===== src/rtl/arith_pkg.sv =====
// arith_pkg
//   Shared types and sizing helpers for the bit-serial arithmetic blocks.
//   - fsm_state_e : IDLE / RUN / DONE controller states
//   - cnt_width() : bit-counter width for a given operand width
package arith_pkg;

  typedef enum logic [1:0] {
    IDLE = 2'd0,
    RUN  = 2'd1,
    DONE = 2'd2
  } fsm_state_e;

  localparam int unsigned WIDTH_DEFAULT = 4;

  // $clog2(WIDTH), never narrower than one bit.
  function automatic int unsigned cnt_width(input int unsigned w);
    return (w < 2) ? 1 : $clog2(w);
  endfunction

  localparam int unsigned CNT_W_DEFAULT = cnt_width(WIDTH_DEFAULT);

endpackage


===== src/rtl/one_bit_full_subtractor.sv =====
// one_bit_full_subtractor
//   Gate-level one-bit full subtractor: a - b - bin.
//   Ports:
//     a, b, bin : minuend bit, subtrahend bit, borrow in
//     d         : difference bit
//     bout      : borrow out
module one_bit_full_subtractor (
  input  logic a,
  input  logic b,
  input  logic bin,
  output logic d,
  output logic bout
);

  logic a_xor_b;

  assign a_xor_b = a ^ b;
  assign d       = a_xor_b ^ bin;
  assign bout    = (~a & b) | (~a_xor_b & bin);

endmodule


===== src/rtl/serial_full_subtractor.sv =====
// serial_full_subtractor
//   Bit-serial D = A - B - Bin, one bit per clock, LSB first, behind a
//   start/done handshake. A single one-bit cell is reused every cycle.
//   Ports:
//     clk, rst_n   : clock, async active-low reset
//     start        : request, sampled only in IDLE
//     A, B, Bin    : operands, captured when start is accepted
//     busy         : high while in RUN
//     done         : one-cycle pulse, result valid
//     D, Bout, V   : registered difference, unsigned borrow, signed overflow
//
//   state | meaning
//   IDLE  | waiting for start; results hold
//   RUN   | one bit processed per clock
//   DONE  | one-cycle result-valid pulse
module serial_full_subtractor
  import arith_pkg::*;
#(
  parameter int WIDTH = WIDTH_DEFAULT
) (
  input  logic             clk,
  input  logic             rst_n,
  input  logic             start,
  input  logic [WIDTH-1:0] A,
  input  logic [WIDTH-1:0] B,
  input  logic             Bin,
  output logic             busy,
  output logic             done,
  output logic [WIDTH-1:0] D,
  output logic             Bout,
  output logic             V
);

  localparam int CNT_W = cnt_width(WIDTH);

  fsm_state_e       state_q, state_d;
  logic [WIDTH-1:0] a_sr_q, b_sr_q, diff_q;
  logic             br_q;
  logic [CNT_W-1:0] cnt_q;
  logic [WIDTH-1:0] d_q;
  logic             bout_q, v_q;

  logic             cell_d, cell_bout;
  logic             last_bit;
  logic [WIDTH-1:0] diff_d;

  one_bit_full_subtractor u_cell (
    .a    (a_sr_q[0]),
    .b    (b_sr_q[0]),
    .bin  (br_q),
    .d    (cell_d),
    .bout (cell_bout)
  );

  assign last_bit = (cnt_q == CNT_W'(WIDTH - 1));
  // New bit enters at the MSB so after WIDTH shifts bit 0 sits at the LSB.
  assign diff_d   = {cell_d, diff_q[WIDTH-1:1]};

  always_ff @(posedge clk or negedge rst_n) begin
    if (!rst_n) begin
      state_q <= IDLE;
    end else begin
      state_q <= state_d;
    end
  end

  always_comb begin
    state_d = state_q;
    unique case (state_q)
      IDLE:    if (start)    state_d = RUN;
      RUN:     if (last_bit) state_d = DONE;
      DONE:                  state_d = IDLE;
      default:               state_d = IDLE;
    endcase
  end

  always_comb begin
    busy = 1'b0;
    done = 1'b0;
    unique case (state_q)
      RUN:     busy = 1'b1;
      DONE:    done = 1'b1;
      default: ;
    endcase
  end

  always_ff @(posedge clk or negedge rst_n) begin
    if (!rst_n) begin
      a_sr_q <= '0;
      b_sr_q <= '0;
      diff_q <= '0;
      br_q   <= 1'b0;
      cnt_q  <= '0;
      d_q    <= '0;
      bout_q <= 1'b0;
      v_q    <= 1'b0;
    end else begin
      if (state_q == IDLE && start) begin
        a_sr_q <= A;
        b_sr_q <= B;
        br_q   <= Bin;
        cnt_q  <= '0;
      end else if (state_q == RUN) begin
        a_sr_q <= {1'b0, a_sr_q[WIDTH-1:1]};
        b_sr_q <= {1'b0, b_sr_q[WIDTH-1:1]};
        br_q   <= cell_bout;
        cnt_q  <= cnt_q + CNT_W'(1);
        diff_q <= diff_d;
        if (last_bit) begin
          d_q    <= diff_d;
          bout_q <= cell_bout;
          // Borrow into the MSB differing from borrow out means the
          // signed result left the representable range.
          v_q    <= br_q ^ cell_bout;
        end
      end
    end
  end

  assign D    = d_q;
  assign Bout = bout_q;
  assign V    = v_q;

endmodule


===== config.mk =====
export PLATFORM = sky130hd
export DESIGN_NAME = serial_full_subtractor
export DESIGN_NICKNAME = d
export VERILOG_FILES = /design/src/rtl/arith_pkg.sv /design/src/rtl/one_bit_full_subtractor.sv /design/src/rtl/serial_full_subtractor.sv
export SDC_FILE = /design/constraint.sdc
export NUM_CORES = 1
export LEC_CHECK = 0
export CORE_MARGIN = 2
export CORE_UTILIZATION = 26
export DETAILED_ROUTE_END_ITERATION = 8
export MAX_ROUTING_LAYER = met4
export SYNTH_ARGS = -nofsm -noshare
export SYNTH_HDL_FRONTEND = slang
export SYNTH_SLANG_ARGS = --single-unit

===== constraint.sdc =====
create_clock -name clk -period 1.7 [get_ports clk]
set_input_delay 0.51 -clock clk [delete_from_list [all_inputs] [get_ports clk]]
set_output_delay 0.51 -clock clk [all_outputs]
set_load 0.05 [all_outputs]

Word-level counts from Yosys, hierarchy flattened
Index checks and enable logic that the tools add are counted.
- eq/ne operators: 5
- multiplexer cells: 13
- add/sub/neg operators: 1
- bitwise logic cells: 9
- reduce and logical (&&, ||, !) cells: 6
- operators by type and width (cell ; number):
    4-bit two-way mux ; 4
    2-bit two-way mux ; 4
    2-bit equality test (second input constant) ; 2
    1-bit two-way mux ; 4
    2-bit != test (second input constant) ; 2
    2-bit one-hot mux with 2 select lines ; 1
    2-bit AND reduction ; 2
    1-bit NOT ; 3
    3-bit AND reduction ; 1
    1-bit bitwise XOR ; 3
    2-bit by 1-bit adder with 2-bit output (second input constant) ; 1
    1-bit AND ; 2
    2-bit by 1-bit equality test with 1-bit output (second input constant) ; 1
    2-bit logical NOT ; 1
    2-bit nonzero test ; 1
    1-bit logical AND ; 1
    1-bit bitwise OR ; 1
- input bits: 12
- output and inout bits: 8
- register bits after elaboration: 23

Depth between registers and ports, before layout
Gate-level depths: netlist (run 1).
- word-level depth: 6
- gate-level depth with buffers: 4
- mapped depth without buffers: 4

Modules after synthesis
A second synthesis (run 1) with hierarchy kept.
- cell total of the unflattened synthesis: 83
- area, all modules: 997.2 sq um
- modules (own cells, without submodules) (module ; area each (sq um) ; times used ; sequential area each (sq um) ; cells an instance):
    serial_full_subtractor ; 965.9 ; 1 ; 550.5 ; 79
    one_bit_full_subtractor ; 31.3 ; 1 ; 0.0 ; 4

Least setup slack after synthesis (run 1)
OpenSTA, ideal clock, no wires.
- kind: register to output
- from: register state_q[0]
- to: output port done
- slack: -69 ps
- buffers on the path: 1
- arrival: 1259 ps
- required time: 1190 ps
- cell stages (with the launch flop): 3
- cells stage by stage: dfrtp_1 -> buf_2 -> nor2_1
- cells in the longest elaborated chain, start to end: 2
- RTL lines (what ; line ; text):
    start, declared ; serial_full_subtractor.sv:36 ; fsm_state_e state_q, state_d;
    start signal, assigned ; serial_full_subtractor.sv:63 ; state_q <= state_d;
    2-bit equality test ; serial_full_subtractor.sv:80 ; unique case (state_q)
    1-bit two-way mux ; serial_full_subtractor.sv:80 ;
    end, declared ; serial_full_subtractor.sv:28 ; output logic done,
No other way between the ends.

Worst setup path after layout (run 1)
- from: register state_q[1]
- to: output port busy
- cells in the longest elaborated chain, start to end: 2
- RTL lines (what ; line ; text):
    2-bit by 1-bit equality test with 1-bit output ; serial_full_subtractor.sv:80 ;
    1-bit two-way mux ; serial_full_subtractor.sv:80 ;
    end, declared ; serial_full_subtractor.sv:27 ; output logic busy,
No other way between the ends.

==> metrics.log, run 1 <==
[metrics] fraction of final layout cells sized beyond drive strength 1: 0.235
[metrics] wire length of the first global-routing pass: 3.37 mm
[metrics] source-to-sink clock delay at the later pin of the worst-skew pair: 0.25 ns
[metrics] cells after synthesis: 91
[metrics] grt met1 use: 0.125
[metrics] setup-violating endpoint count in the final report: 0
[metrics] initial antenna violation count: 0
[metrics] via-per-instance ratio: approximately 4.5
[metrics] multiplexer share of the synthesized area: 0.0460
[metrics] max-cap violation count: 0
[metrics] Max Buffers Root-to-Sink: 2
[metrics] areal power density over the cells: 2080 nW/um^2
[metrics] Clock Sink Count: 22
[metrics] detailed-route DRC error count: 0
[metrics] commonest non-fill, non-tap cell in the layout: sky130_fd_sc_hd__dfrtp_1
[metrics] highest-count cells in the layout ignoring fill and taps: sky130_fd_sc_hd__dfrtp_1 (21), sky130_fd_sc_hd__nand2_1 (15), sky130_fd_sc_hd__clkdlybuf4s50_1 (11), sky130_fd_sc_hd__o21ai_0 (9), sky130_fd_sc_hd__buf_12 (8)
[metrics] count of endpoints failing hold in the final timing report: 0
[metrics] starting utilization of the core area: 0.269
[metrics] Pre-Repair DR Iteration Count: 4
[metrics] weighted congestion at the end of routability-driven global placement: about 0.88
[metrics] met3 track demand over resource in global routing: 0.0360
[metrics] Post-Synth Adder-Cell Area: 0.0332
[metrics] Slew HR: 0.818
[metrics] fin worst setup slack: a little under 0.09 ns
[metrics] DIE AREA: ~4300 um^2
[metrics] count of different cell masters after synthesis: 23
[metrics] worst clock skew: 0.00173 ns
[metrics] register area share after synthesis: 0.563
[metrics] CP Data Arrival Time: 1.10 ns
[metrics] final period demand of the worst path: 1.61 ns
[metrics] cell area after synthesis: 978 um^2
[metrics] synthesized area per cell: 10.8 um^2
[metrics] Diodes inserted: 0
[metrics] startpoint class of the critical path: flip-flop
[metrics] total core area: 3630 um^2
[metrics] kind of critical path: reg2out
[metrics] count of input and output buffers: 19
[metrics] count of placed standard cells in the final layout, fillers left out: 163
[metrics] Die H: 65.3 um
[metrics] # rows: 22
[metrics] number of primary I/O pins: 20
[metrics] busiest layer in global routing: met2
[metrics] area grow syn2layout: 41.0%
[metrics] Critical Path Fanout Max: 3
[metrics] average routed wire per standard cell: 12.5 um
[metrics] number of global-route vias before repair: slightly above 700
[metrics] worst-case vdd ir drop: 0.477 mV
[metrics] Final Slew Violations: 0
[metrics] placed cell count: 159
[metrics] leakage power: 0.609 nW
[metrics] TritonCTS clock tree: built
[metrics] TritonCTS Buffers: 3
[metrics] slew at the pin closest to its max-slew limit: 0.273 ns
[metrics] count of routing violations after the opening detailed-route iteration: 69
[metrics] half-perimeter wire length after detailed placement: between 1.5 and 2 mm
[metrics] fmax: 621 MHz
[metrics] Period Utilization, post-route: 0.948
[metrics] area share of and/or/nand/nor cells after synthesis: 0.145
[metrics] register bit total from synthesis: 22
[metrics] remaining antenna violation count after routing: 0
[metrics] worst setup slack after placement: -0.0109 ns
[metrics] clock root cell: sky130_fd_sc_hd__clkbuf_8
[metrics] maximum number of pins on one net before global-route repair: 23
[metrics] Hold Path Class: reg2reg
[metrics] Final Net Count: 130
[metrics] dominant combinational cell family by area after synthesis: compound AO/OA/AOI/OAI gates
[metrics] required time at the worst-slack endpoint: 1.19 ns
[metrics] clock-pin slew on the worst setup and hold paths: 0.08 ns
[metrics] RSZ-0062 raised after global routing: no
[metrics] overflow left after global routing: 0
[metrics] DIE WIDTH: 65.3 um
[metrics] Final Power: ~2.9 mW
[metrics] met2 track demand over resource: 0.167
[metrics] GR Util All Layers: 0.107
[metrics] number of setup buffers added after CTS: 0
[metrics] xor/xnor share of the synthesized area: 0.00895
[metrics] Post-Syn Nets: 105
[metrics] compound-gate portion of the synthesized area: 0.160
[metrics] Critical Path End Type: output pin
[metrics] Post-Route WL: 2.04 mm
[metrics] Clock H-tree levels: 1
[metrics] result of the run: finished clean
[metrics] vias after detailed routing: between 700 and 800
[metrics] warnings from Yosys: 0
Yosys cell counts:
cell type | count | area (um^2)
sky130_fd_sc_hd__nor3_1 | 1 | 5.00
sky130_fd_sc_hd__and2b_2 | 1 | 8.76
sky130_fd_sc_hd__inv_1 | 5 | 18.8
sky130_fd_sc_hd__nand2b_1 | 1 | 6.26
sky130_fd_sc_hd__ha_1 | 1 | 12.5
sky130_fd_sc_hd__a21oi_1 | 1 | 5.00
sky130_fd_sc_hd__buf_4 | 2 | 15.0
sky130_fd_sc_hd__o21ai_0 | 9 | 45.0
sky130_fd_sc_hd__a221oi_2 | 1 | 15.0
sky130_fd_sc_hd__nor2_1 | 8 | 30.0
sky130_fd_sc_hd__dfrtp_1 | 22 | 551
sky130_fd_sc_hd__o32ai_1 | 6 | 52.6
sky130_fd_sc_hd__or2_1 | 1 | 6.26
sky130_fd_sc_hd__fa_1 | 1 | 20.0
sky130_fd_sc_hd__nand2b_2 | 1 | 8.76
sky130_fd_sc_hd__a211oi_1 | 1 | 7.51
sky130_fd_sc_hd__mux2_2 | 4 | 45.0
sky130_fd_sc_hd__o22ai_1 | 5 | 31.3
sky130_fd_sc_hd__nand2_1 | 15 | 56.3
sky130_fd_sc_hd__buf_2 | 2 | 10.0
sky130_fd_sc_hd__xor2_1 | 1 | 8.76
sky130_fd_sc_hd__nor4b_1 | 1 | 8.76
sky130_fd_sc_hd__nand3b_2 | 1 | 11.3
cells by family after synthesis:
group | after synthesis
AOI/OAI and AO/OA | 23
xor gates and xnor gates | 1
DFF | 22
adders and majority gates | 2
buffers and inverters | 9
muxes | 4
and+or+nand+nor | 30
state kept, by name, indices dropped and copies added (netlist names):
signal and flops:
D 4, a_sr_q 4, b_sr_q 4, diff_q 3, cnt_q 2, state_q 2, Bout 1, V 1
br_q 1
metal layers:
metal | share of wire | routed length, um
met3 | 0.060 | 123
met1 | 0.43 | 882
met2 | 0.48 | 987
met4 | 0.022 | 45
met5 | 0 | 0
worst paths after layout:
| path | slack (ns) | cells past startpoint | endpoint | from |
|---|---|---|---|---|
| max | 0.09 | 3 | busy | state_q[1]$_DFFE_PN0P_ |
| min | 0.47 | 2 | diff_q[1]$_DFFE_PN0P_ | diff_q[1]$_DFFE_PN0P_ |
| max reg2reg | 0.34 | 3 | D[3]$_DFFE_PN0P_ | br_q$_DFFE_PN0P_ |
| min reg2reg | 0.47 | 2 | diff_q[1]$_DFFE_PN0P_ | diff_q[1]$_DFFE_PN0P_ |
| max in group asynchronous | 0.86 | 2 | state_q[0]$_DFFE_PN0P_ | rst_n |
| min in group asynchronous | 0.60 | 2 | V$_DFFE_PN0P_ | rst_n |
critical path: stages, from the launching register on:
cell and delay (ns):
sky130_fd_sc_hd__dfrtp_1 0.40, sky130_fd_sc_hd__nand2b_2 0.19, sky130_fd_sc_hd__inv_1 0.11, sky130_fd_sc_hd__buf_12 0.15
power breakdown:
part           total (mW)  switching (mW)  internal, mW
clock network       0.366           0.160         0.206
logic                1.50           0.781         0.718
registers            1.00           0.224         0.776
total                2.87            1.16          1.70
area by class of cell:
type                            count  area (um^2)
Timing Repair Buffer               24          308
Multi-Input combinational cell     60          387
Clock buffer                        4         55.1
Sequential cell                    22          552
Inverter                            5         18.8
Tap cell                           48         60.1
Fill cell                         374         2250
per-stage QoR:
stage               utilization  setup TNS [ns]  hold slack (ns)  instance area (um^2)
finish                    0.380               0            0.474                  1380
global route              0.380               0            0.507                  1380
CTS                       0.379               0            0.478                  1380
detailed placement        0.364         -0.0191            0.459                  1320
global placement          0.364               0            0.459                  1320
floorplan                     -               0            0.214                   981
repair_timing:
item	CTS	global route
hold buffers	0	0
endpoints found under the setup margin	0	1
gates resized for setup	0	1
endpoints found under the hold margin	0	0
No activity file was read; power rests on OpenSTA's default activity.
==> run 2: changes to the inputs <==
--- a/config.mk
+++ b/config.mk
@@ -5,10 +5,11 @@
 export SDC_FILE = /design/constraint.sdc
 export NUM_CORES = 1
 export LEC_CHECK = 0
-export CORE_MARGIN = 2
 export CORE_UTILIZATION = 26
 export DETAILED_ROUTE_END_ITERATION = 8
+export GPL_ROUTABILITY_DRIVEN = 0
 export MAX_ROUTING_LAYER = met4
+export PLACE_DENSITY_LB_ADDON = 0.1
 export SYNTH_ARGS = -nofsm -noshare
 export SYNTH_HDL_FRONTEND = slang
 export SYNTH_SLANG_ARGS = --single-unit
==> run 2 against run 1 <==
Net effect:
- sequential share of layout area fell by 0.59 points
- final area rose by 1.7%
- clock power fell by 12%
- wire length rose by 6.5%
- die area fell by 6.0%
- count of clock-buffer cells in the layout fell by 1
- register-to-register slack barely moved
- critical path type unchanged
- highest routed layer unchanged
==> metrics.log, run 2 (same netlist as run 1, synthesis figures left out) <==
[metrics] worst min-delay path endpoint: cnt_q[0]$_DFFE_PN0P_
[metrics] CP Data Arrival Time: between 1 and 1.5 ns
[metrics] Final Net Count: 134
[metrics] count of input and output buffers: 19
[metrics] Clock H-tree levels: 1
[metrics] leakage power: 0.617 nW
[metrics] total non-filler cell area in the finished layout: 1400 um^2
[metrics] Critical Path Fanout Max: 4
[metrics] kind of critical path: reg2out
[metrics] Pre-Repair DR Iteration Count: 4
[metrics] count of placed standard cells in the final layout, fillers left out: between 150 and 200
[metrics] fin worst setup slack: ~0.062 ns
[metrics] clock root cell: sky130_fd_sc_hd__clkbuf_8
[metrics] Hold Path Class: reg2reg
[metrics] GR Util All Layers: 0.125
[metrics] starting utilization of the core area: 0.282
[metrics] worst-case vdd ir drop: 1.18 mV
[metrics] Reg2Reg Setup Slack: roughly 0.33 ns
[metrics] average routed wire per standard cell: 13.2 um
[metrics] area grow syn2layout: 43.5%
[metrics] fraction of final layout cells sized beyond drive strength 1: 0.280
[metrics] DIE WIDTH: ~63 um
[metrics] reg-to-reg endpoint: D[2]$_DFFE_PN0P_
[metrics] source-to-sink clock delay at the later pin of the worst-skew pair: 0.26 ns
[metrics] startpoint class of the critical path: flip-flop
[metrics] remaining antenna violation count after routing: 0
[metrics] maximum number of pins on one net before global-route repair: 23
[metrics] Final Slew Violations: 0
[metrics] wire length of the first global-routing pass: 3.72 mm
[metrics] placed cell areas: 1330 um^2
[metrics] DIE AREA: 4010 um^2
[metrics] slew at the pin closest to its max-slew limit: 0.287 ns
[metrics] half-perimeter wire length after detailed placement: roughly 1.5 mm
[metrics] vias after detailed routing: 757
[metrics] Max Buffers Root-to-Sink: 2
[metrics] TritonCTS clock tree: built
[metrics] final-layout worst hold slack: 0.494 ns
[metrics] hold path startpoint: cnt_q[0]$_DFFE_PN0P_
[metrics] via-per-instance ratio: 4.62
[metrics] final period demand of the worst path: 1.64 ns
[metrics] TritonCTS Buffers: 3
[metrics] count of routing violations after the opening detailed-route iteration: 33
[metrics] worst r2r src: state_q[1]$_DFFE_PN0P_
[metrics] number of global-route vias before repair: around 770
[metrics] Diodes inserted: 0
[metrics] setup-violating endpoint count in the final report: 0
[metrics] Critical Path End Type: output pin
[metrics] Period Utilization, post-route: 0.963
[metrics] post-layout util: 0.405
[metrics] overflow left after global routing: 0
[metrics] aggregate negative setup slack: 0 ns
[metrics] initial antenna violation count: 0
[metrics] Final Power: 2.89 mW
[metrics] depth of the worst hold-timing path: 1
[metrics] fmax: between 600 and 700 MHz
[metrics] Post-Route WL: 2.17 mm
[metrics] Seq. cell area: between 500 and 600 um^2
[metrics] cell count of the worst reg-to-reg path: 3
[metrics] total core area: roughly 3500 um^2
[metrics] result of the run: finished clean
[metrics] required time at the worst-slack endpoint: 1.19 ns
[metrics] count of endpoints failing hold in the final timing report: 0
[metrics] number of primary I/O pins: 20
[metrics] area of the multi-input gates: 392 um^2
[metrics] clock-pin slew on the worst setup and hold paths: 0.08 ns
[metrics] number of fill cells: 349
[metrics] max-cap violation count: 0
[metrics] detailed-route DRC error count: 0
[metrics] placed cell count: between 150 and 200
[metrics] highest-count cells in the layout ignoring fill and taps: sky130_fd_sc_hd__dfrtp_1 (20), sky130_fd_sc_hd__nand2_1 (15), sky130_fd_sc_hd__clkdlybuf4s50_1 (11), sky130_fd_sc_hd__o21ai_0 (9), sky130_fd_sc_hd__buf_4 (9)
[metrics] Slew HR: 0.806
[metrics] Die H: about 63 um
[metrics] areal power density over the cells: approximately 2100 nW/um^2
[metrics] commonest non-fill, non-tap cell in the layout: sky130_fd_sc_hd__dfrtp_1
[metrics] worst clock skew: roughly 0.0022 ns
[metrics] worst setup slack after placement: 0.0297 ns
[metrics] # rows: 21
[metrics] Clock Sink Count: 22
## run 2: cell count changes in the layout (fill, tap and decap cells not counted), sizes merged
cell      before  now
buf           13   17
clkbuf         4    3
clkinvlp       0    1
inv            5    4
## run 2: final cells by class
class                   instances  area share
well taps                      46      0.0410
repair buffers                 28       0.241
clock buffers                   3      0.0294
multi-input cells              60       0.279
flip-flops and latches         22       0.394
inverters                       5      0.0160
## run 2: power by group
group / internal, mW / switching, mW
clock network: 0.158 / 0.165
registers: 0.777 / 0.243
logic: 0.751 / 0.794
## run 2: per-layer routing
| layer | vias to the layer above | routed length (um) | track usage |
|---|---|---|---|
| li1 | 375 | - | - |
| met1 | 360 | 1020 | 0.169 |
| met2 | 20 | 1030 | 0.177 |
| met3 | 2 | 107 | 0.0399 |
| met4 | 0 | 19 | 0.0426 |
| met5 | - | 0 | - |
## run 2: critical path: stages (launching register included)
cell	delay, ns
sky130_fd_sc_hd__dfrtp_2	0.45
sky130_fd_sc_hd__nand2b_2	0.20
sky130_fd_sc_hd__inv_2	0.09
sky130_fd_sc_hd__buf_12	0.13
## run 2: worst max path at each step
stage / slack (ns) / end / from
after floorplan: 0.15 / done / state_q[0]$_DFFE_PN0P_
after global placement: 0.06 / br_q$_DFFE_PN0P_ / start
after detailed placement: 0.03 / br_q$_DFFE_PN0P_ / start
after CTS: 0.03 / busy / state_q[1]$_DFFE_PN0P_
after global routing: -0.003 / done / state_q[1]$_DFFE_PN0P_
final: 0.06 / busy / state_q[1]$_DFFE_PN0P_
## run 2: what timing repair did
item                                    in CTS  in global routing
buffers inserted                             1                  2
hold buffers                                 0                  0
endpoints found under the hold margin        0                  0
pin swaps                                    0                  0
endpoints found under the setup margin       2                  2
resized for setup                            2                  3
